==> src/rtl/simple_rom_if.sv <==
// simple_rom_if: read bus between the address source and the LED pattern ROM.
interface simple_rom_if;
    logic [4:0] address;
    logic [7:0] q;

    modport master (output address, input q);
    modport slave  (input address, output q);
endinterface

==> src/rtl/simple_rom.sv <==
// simple_rom: fixed 32 x 8 LED pattern table with a registered read port.
// One read per clock, latency 1, synchronous active-low reset to 8'h00.
module simple_rom (
    input  logic         clock,
    input  logic         reset_n,
    simple_rom_if.slave  bus
);

    // Power-up value keeps the LEDs dark until the first reset edge.
    logic [7:0] q_reg = 8'h00;
    logic [7:0] word;

    // Contents image: walking one up, walking one down, fill bar, walking zero.
    always_comb begin
        word = '0;
        case (bus.address)
            5'd0:  word = 8'h01;
            5'd1:  word = 8'h02;
            5'd2:  word = 8'h04;
            5'd3:  word = 8'h08;
            5'd4:  word = 8'h10;
            5'd5:  word = 8'h20;
            5'd6:  word = 8'h40;
            5'd7:  word = 8'h80;
            5'd8:  word = 8'h80;
            5'd9:  word = 8'h40;
            5'd10: word = 8'h20;
            5'd11: word = 8'h10;
            5'd12: word = 8'h08;
            5'd13: word = 8'h04;
            5'd14: word = 8'h02;
            5'd15: word = 8'h01;
            5'd16: word = 8'h01;
            5'd17: word = 8'h03;
            5'd18: word = 8'h07;
            5'd19: word = 8'h0F;
            5'd20: word = 8'h1F;
            5'd21: word = 8'h3F;
            5'd22: word = 8'h7F;
            5'd23: word = 8'hFF;
            5'd24: word = 8'hFE;
            5'd25: word = 8'hFD;
            5'd26: word = 8'hFB;
            5'd27: word = 8'hF7;
            5'd28: word = 8'hEF;
            5'd29: word = 8'hDF;
            5'd30: word = 8'hBF;
            5'd31: word = 8'h7F;
            default: word = '0;
        endcase
    end

    // Output register: reset wins over the read.
    always_ff @(posedge clock) begin
        if (!reset_n)
            q_reg <= '0;
        else
            q_reg <= word;
    end

    assign bus.q = q_reg;

endmodule

==> src/flat_wrapper.sv <==
// flat-port wrapper written by rule: the top's interface ports become plain ports
module simple_rom_flat 
  (clock, reset_n, bus_address, bus_q);
  simple_rom_if bus_i ();
  input  logic clock;
  input  logic reset_n;
  input wire logic [$bits(bus_i.address)-1:0] bus_address;
  output wire logic [$bits(bus_i.q)-1:0] bus_q;
  assign bus_i.address = bus_address;
  assign bus_q = bus_i.q;
  simple_rom u_core (.clock(clock), .reset_n(reset_n), .bus(bus_i));
endmodule
==> config.mk <==
export PLATFORM = sky130hd
export DESIGN_NAME = simple_rom_flat
export DESIGN_NICKNAME = d
export VERILOG_FILES = /design/src/rtl/simple_rom_if.sv /design/src/rtl/simple_rom.sv /design/src/flat_wrapper.sv
export SDC_FILE = /design/constraint.sdc
export NUM_CORES = 1
export LEC_CHECK = 0
export BUFFER_PORTS_ARGS = -buffer_cell sky130_fd_sc_hd__buf_4
export CORE_AREA = 2 2 39 41
export DETAILED_ROUTE_END_ITERATION = 10
export DIE_AREA = 0 0 41 43
export SLEW_MARGIN = 5
export SYNTH_ARGS = -nofsm -noshare
export SYNTH_HDL_FRONTEND = slang
export SYNTH_SLANG_ARGS = --single-unit
==> constraint.sdc <==
create_clock -name clock -period 1.1 [get_ports clock]
set_input_delay 0.11 -clock clock [delete_from_list [all_inputs] [get_ports clock]]
set_output_delay 0.11 -clock clock [all_outputs]
set_load 0.05 [all_outputs]
==> results.ini, run 1 <==
[drt]
vias = 444
viasPerCell = 5.16
wl_um = 921
first_iter_violations = 7
ant_nets = 0
wl_per_cell_um = 10.7
drc = 0
firstDrtPassIters = 2

[sta]
post-route-min-period_ps = 842
max_slew.worst_pin.slew_ps = 242
maxSlewHeadroom = 0.839
max_freq_mhz = 1190
final_hold_viol_count = 0
setup_viol_count_final = 0
fin_crit_sh = 0.765
final.setup.tns_ps = 0
final-max-slew-violation-count = 0
rsz0062_at_grt = false
setup_slack_ps = 258

[critical_path]
endpoint_kind = output port
slowest_delay_ps = 300
critical_path_class = flop to output port
crit_slowest_cell = dfxtp_1
cp_max_fo = 1
cp.arrival_ps = 730
crit_chain = buf_4
worst-path-stages = 1
path_delay_family = flip-flops
crit_path_start_kind = flop
worstPathBufferInverterCount = 1
cp_data_required_time_ps = 990

[layout]
largest_register_ffs = 8
multiInputGateArea_um2 = 264
final_common_cell = buf_4
fin_cells = 86
final_cell_mix = buf_4, dfxtp_1, a31oi_1
fin_nets = 79
area_growth_pct = 23.1
num_antenna_cells = 0
fill_cells = 143
final_cell_area_um2 = 579
ff_latch_area_um2 = 160
drive_gt1_frac = 0.271

[power]
leakage_nw = 0.245
powerDensity_nw_per_um2 = 1320
ir_drop_uv = 382
p_total_w = 0.000767

[hold_path]
hp-class = input port to flop
holdPathEnd = u_core.bus.q[2]$_SDFF_PN0_
hp-start = reset_n
whs_path_depth = 3

[place]
dp_hpwl_um = 649
portBuffers = 14
place_congestion = 0.789
dpl_worst_slack_ps = 128
placed_area_um2 = 557
place_inst = 83

[yosys]
synth_seq_cells = 8
netlist_area_um2 = 470
yosysWarnings = 0
syn_nets = 66
yosysUniqueCellTypes = 28
synth.largest_area_cell = dfxtp_1
yosysTopAreaCellShare = 0.340
ys_seq_area_frac = 0.340
netlist_top_cells_area = dfxtp_1, a31oi_1, nand3_1, o21ai_0, buf_2
syn_area_per_cell_um2 = 7.97
synth_cells = 59

[outcome]
status = finished clean

[floorplan]
design.core.area_um2 = 1380
design.die.area_um2 = 1760
pin_count = 15
die_w_um = 41
die_h_um = 43
num_rows = 14
initial_utilization = 0.340

[global_routing]
antenna_found_initial = 0
grt_use_total = 0.128
grt.overflow.total = 0
grt_pass1_wl_um = 1490
grt_pass1_vias = 334
grt_max_degree = 19

[clock_tree]
path_clk_slew_ps = 50
h-tree-depth = 1
cts_buffers = 3
cts_setup_buffers = 0
ctsHoldBuffers = 0
cts-root-buf = clkbuf_4
post_cts_resized = 0
numClockSinks = 8
cts_tree = yes
clockBufferDepth = 2

[run]
maxCapViolations = 0

## layout make-up
cell class	instances	share of cell area
inverter	2	0.0130
tap	16	0.0346
sequential	8	0.276
clock buffer	3	0.0389
timing repair buffer	14	0.181
multi-input combinational	43	0.456
## kinds of logic (layout without fill, tap and decap cells)
kind of cell	after synthesis	after routing	share of synthesized area
buf+inv	8	19	0.0984
simple gates	18	18	0.210
compound gates	25	25	0.351
flops	8	8	0.340
## report_power, final
group	switching [W]	total, W	internal [W]
combinational	0.000156	0.000236	0.0000797
clock	0.0000889	0.000213	0.000124
sequential	0.00000463	0.000318	0.000313
## per-stage QoR
stage               utilization  hold WS [ps]
floorplan                     -           248
global placement          0.402           406
detailed placement        0.402           405
CTS                       0.419           138
global route              0.419           162
finish                    0.419           149
## routing by layer
layer | part of all wire | track usage | vias up | routed length (um)
met5 | 0 | 0 | - | 0
met4 | 0.0076 | 0.120 | 0 | 7
met3 | 0.053 | 0.0157 | 2 | 49
met2 | 0.43 | 0.150 | 12 | 399
met1 | 0.50 | 0.188 | 187 | 465
li1 | - | - | 243 | -
## cell usage after synthesis
library cell / instances
a21boi_0: 1
a21o_1: 1
a21oi_1: 3
a21oi_2: 1
a22oi_1: 1
a2bb2oi_1: 1
a311oi_1: 1
a31oi_1: 6
and3_1: 2
buf_2: 4
buf_4: 1
buf_6: 1
dfxtp_1: 8
inv_1: 2
nand2_1: 3
nand2b_1: 1
nand3_1: 5
nand3b_1: 1
nor2_1: 2
nor2b_1: 2
nor3b_1: 1
o211ai_1: 1
o21ai_0: 5
o21ai_1: 1
o21bai_1: 1
o21bai_2: 1
o31ai_1: 1
or3b_1: 1
## worst max-delay path by stage
stage                                     startpoint                          to
after detailed placement              bus_address[0]  u_core.bus.q[6]$_SDFF_PN0_
after floorplan                       bus_address[2]  u_core.bus.q[1]$_SDFF_PN0_
after global routing      u_core.bus.q[1]$_SDFF_PN0_                    bus_q[1]
final                     u_core.bus.q[3]$_SDFF_PN0_                    bus_q[3]
after global placement                bus_address[2]  u_core.bus.q[1]$_SDFF_PN0_
after CTS                 u_core.bus.q[4]$_SDFF_PN0_                    bus_q[4]
## tightest hold or removal path, cell delays in order
cell,delay (ps)
buf_4,110
nand3_1,60
o211ai_1,80
No activity file was read; power rests on OpenSTA's default activity.
==> run 2: changes to the inputs <==
--- a/config.mk
+++ b/config.mk
@@ -5,6 +5,7 @@
 export SDC_FILE = /design/constraint.sdc
 export NUM_CORES = 1
 export LEC_CHECK = 0
+export ABC_AREA = 1
 export BUFFER_PORTS_ARGS = -buffer_cell sky130_fd_sc_hd__buf_4
 export CORE_AREA = 2 2 39 41
 export DETAILED_ROUTE_END_ITERATION = 10
==> constraint.sdc (replaced) <==
create_clock -name clock -period 0.8 [get_ports clock]
set_input_delay 0.08 -clock clock [delete_from_list [all_inputs] [get_ports clock]]
set_output_delay 0.08 -clock clock [all_outputs]
set_load 0.05 [all_outputs]
==> run 2 against run 1 <==
Against the previous run:
- first-iteration DRC count grew 140%
- global-route usage increased by 0.85 points
- synthesized cell count grew 37%
- critical endpoint is now bus_q[1]
- non-clock buffer count is 6 higher
- clock power grew 33%
- wire length is 17% higher
- final cell count up 36%
- cell area is 24% higher
- core utilization is 10 points higher
- critical path type unchanged
- total power increased by 45%
==> results.ini, run 2 <==
[yosys]
netlist_top_cells_area = dfxtp_1, nand2_1, nand3_1, nor2_1, a21oi_1
async_reset_ff_frac = 0
syn_area_per_cell_um2 = 6.07
synth_cells = 81
synth_commonest_cells = nand2_1, nand3_1, nor2_1
yosysWarnings = 0
yosysTopAreaCellShare = 0.326
synth_ff_type = dfxtp_1
synth_seq_cells = 8
synth_edf_count = 0
ys_seq_area_frac = 0.326
syn_nets = 88
synth_most_common_cell = nand2_1
synth.largest_area_cell = dfxtp_1
yosysUniqueCellTypes = 12
netlist_area_um2 = 492

[place]
place_inst = 114
portBuffers = 14
dpl_worst_slack_ps = -38.2
dp_hpwl_um = 859
placed_area_um2 = 634
place_congestion = 0.825

[outcome]
status = finished clean

[sta]
final_hold_viol_count = 0
fin_crit_sh = 0.985
final-max-slew-violation-count = 0
maxSlewHeadroom = 0.865
rsz0062_at_grt = true
setup_slack_ps = 11.8
max_freq_mhz = 1270
max_slew.worst_pin.slew_ps = 202
whs_ps = 86.6
setup_viol_count_final = 0
post-route-min-period_ps = 788

[clock_tree]
cts-root-buf = clkbuf_4
cts_tree = yes
path_clk_slew_ps = 50
h-tree-depth = 1
clockBufferDepth = 2
ctsHoldBuffers = 0
cts_buffers = 3
numClockSinks = 8

[floorplan]
num_rows = 14
initial_utilization = 0.355
die_h_um = 43
design.die.area_um2 = 1760
die_w_um = 41
pin_count = 15
design.core.area_um2 = 1380

[global_routing]
grt_use_total = 0.136
antenna_found_initial = 0
grt.overflow.total = 0
grt_pass1_wl_um = 1610
grt_max_degree = 9
grt_pass1_vias = 400

[drt]
ant_nets = 0
drc = 0
wl_per_cell_um = 9.21
firstDrtPassIters = 4
first_iter_violations = 17
wl_um = 1080
vias = 549
viasPerCell = 4.69

[critical_path]
crit_path_start_kind = flop
cp_data_required_time_ps = 720
crit_slowest_cell = dfxtp_2
cp_max_fo = 1
cp.arrival_ps = 710
critical_path_class = flop to output port
worstPathBufferInverterCount = 1
endpoint_kind = output port
path_delay_family = flip-flops
slowest_delay_ps = 330
crit_chain = buf_8

[layout]
final_cell_area_um2 = 719
fin_nets = 110
drive_gt1_frac = 0.327
fin_cells = 117
num_antenna_cells = 0
final_util = 0.520
area_growth_pct = 46.3
final_cell_mix = nand2_1, nand3_1, buf_4
largest_register_ffs = 8
final_common_cell = nand2_1

[run]
maxCapViolations = 0

[power]
ir_drop_uv = 450
powerDensity_nw_per_um2 = 1550
leakage_nw = 0.370

[hold_path]
hp-class = input port to flop

-- run 2: changes by cell type after synthesis, sizes merged, moves of 3 or more --
cell | previous run | this run
buf | 6 | 3
nand3 | 5 | 12
nor2 | 2 | 11
a31oi | 6 | 0
inv | 2 | 8
nand2 | 3 | 26
a21oi | 4 | 7
-- run 2: power breakdown --
part / internal, W / total (W) / switching, W
sequential: 0.000434 / 0.000450 / 0.0000157
combinational: 0.000153 / 0.000380 / 0.000227
clock: 0.000170 / 0.000284 / 0.000114
-- run 2: timing repair --
action | CTS | global route
gates resized for setup | 16 | 6
setup endpoints to repair | 8 | 8
buffers inserted | 0 | 0
pin swaps | 0 | 0
-- run 2: stage by stage --
step | setup TNS (ps) | power, W
finish | 0 | 0.00111
detailed placement | -99.3 | 0.000788
floorplan | 0 | 0.000677
global route | -142 | 0.00119
CTS | -4.94 | 0.00111
global placement | -100 | 0.000790
-- run 2: layer usage --
| layer | track usage | wire length [um] | vias to the layer above |
|---|---|---|---|
| met1 | 0.179 | 509 | 228 |
| met3 | 0.0314 | 44 | 2 |
| met4 | 0.100 | 14 | 0 |
| met2 | 0.184 | 509 | 17 |
| met5 | 0 | 0 | - |
| li1 | - | - | 302 |
-- run 2: cell type report --
class,count,area (um^2)
Fill cell,147,664
Multi-Input combinational cell,62,274
Timing Repair Buffer,20,203
Sequential cell,8,170
Tap cell,16,20.0
Inverter,8,30.0
Clock buffer,3,22.5
-- run 2: cells by family after synthesis --
kind of cell,after synthesis,synth area share
buffers and inverters,11,0.117
flip-flops,8,0.326
AO/OA/AOI/OAI,11,0.112
AND/OR/NAND/NOR,51,0.445
-- run 2: worst paths after layout --
| path | slack (ps) | from | to | cells after the start |
|---|---|---|---|---|
| setup / recovery | 10 | u_core.bus.q[1]$_SDFF_PN0_ | bus_q[1] | 1 |
| hold / removal | 90 | reset_n | u_core.bus.q[3]$_SDFF_PN0_ | 3 |
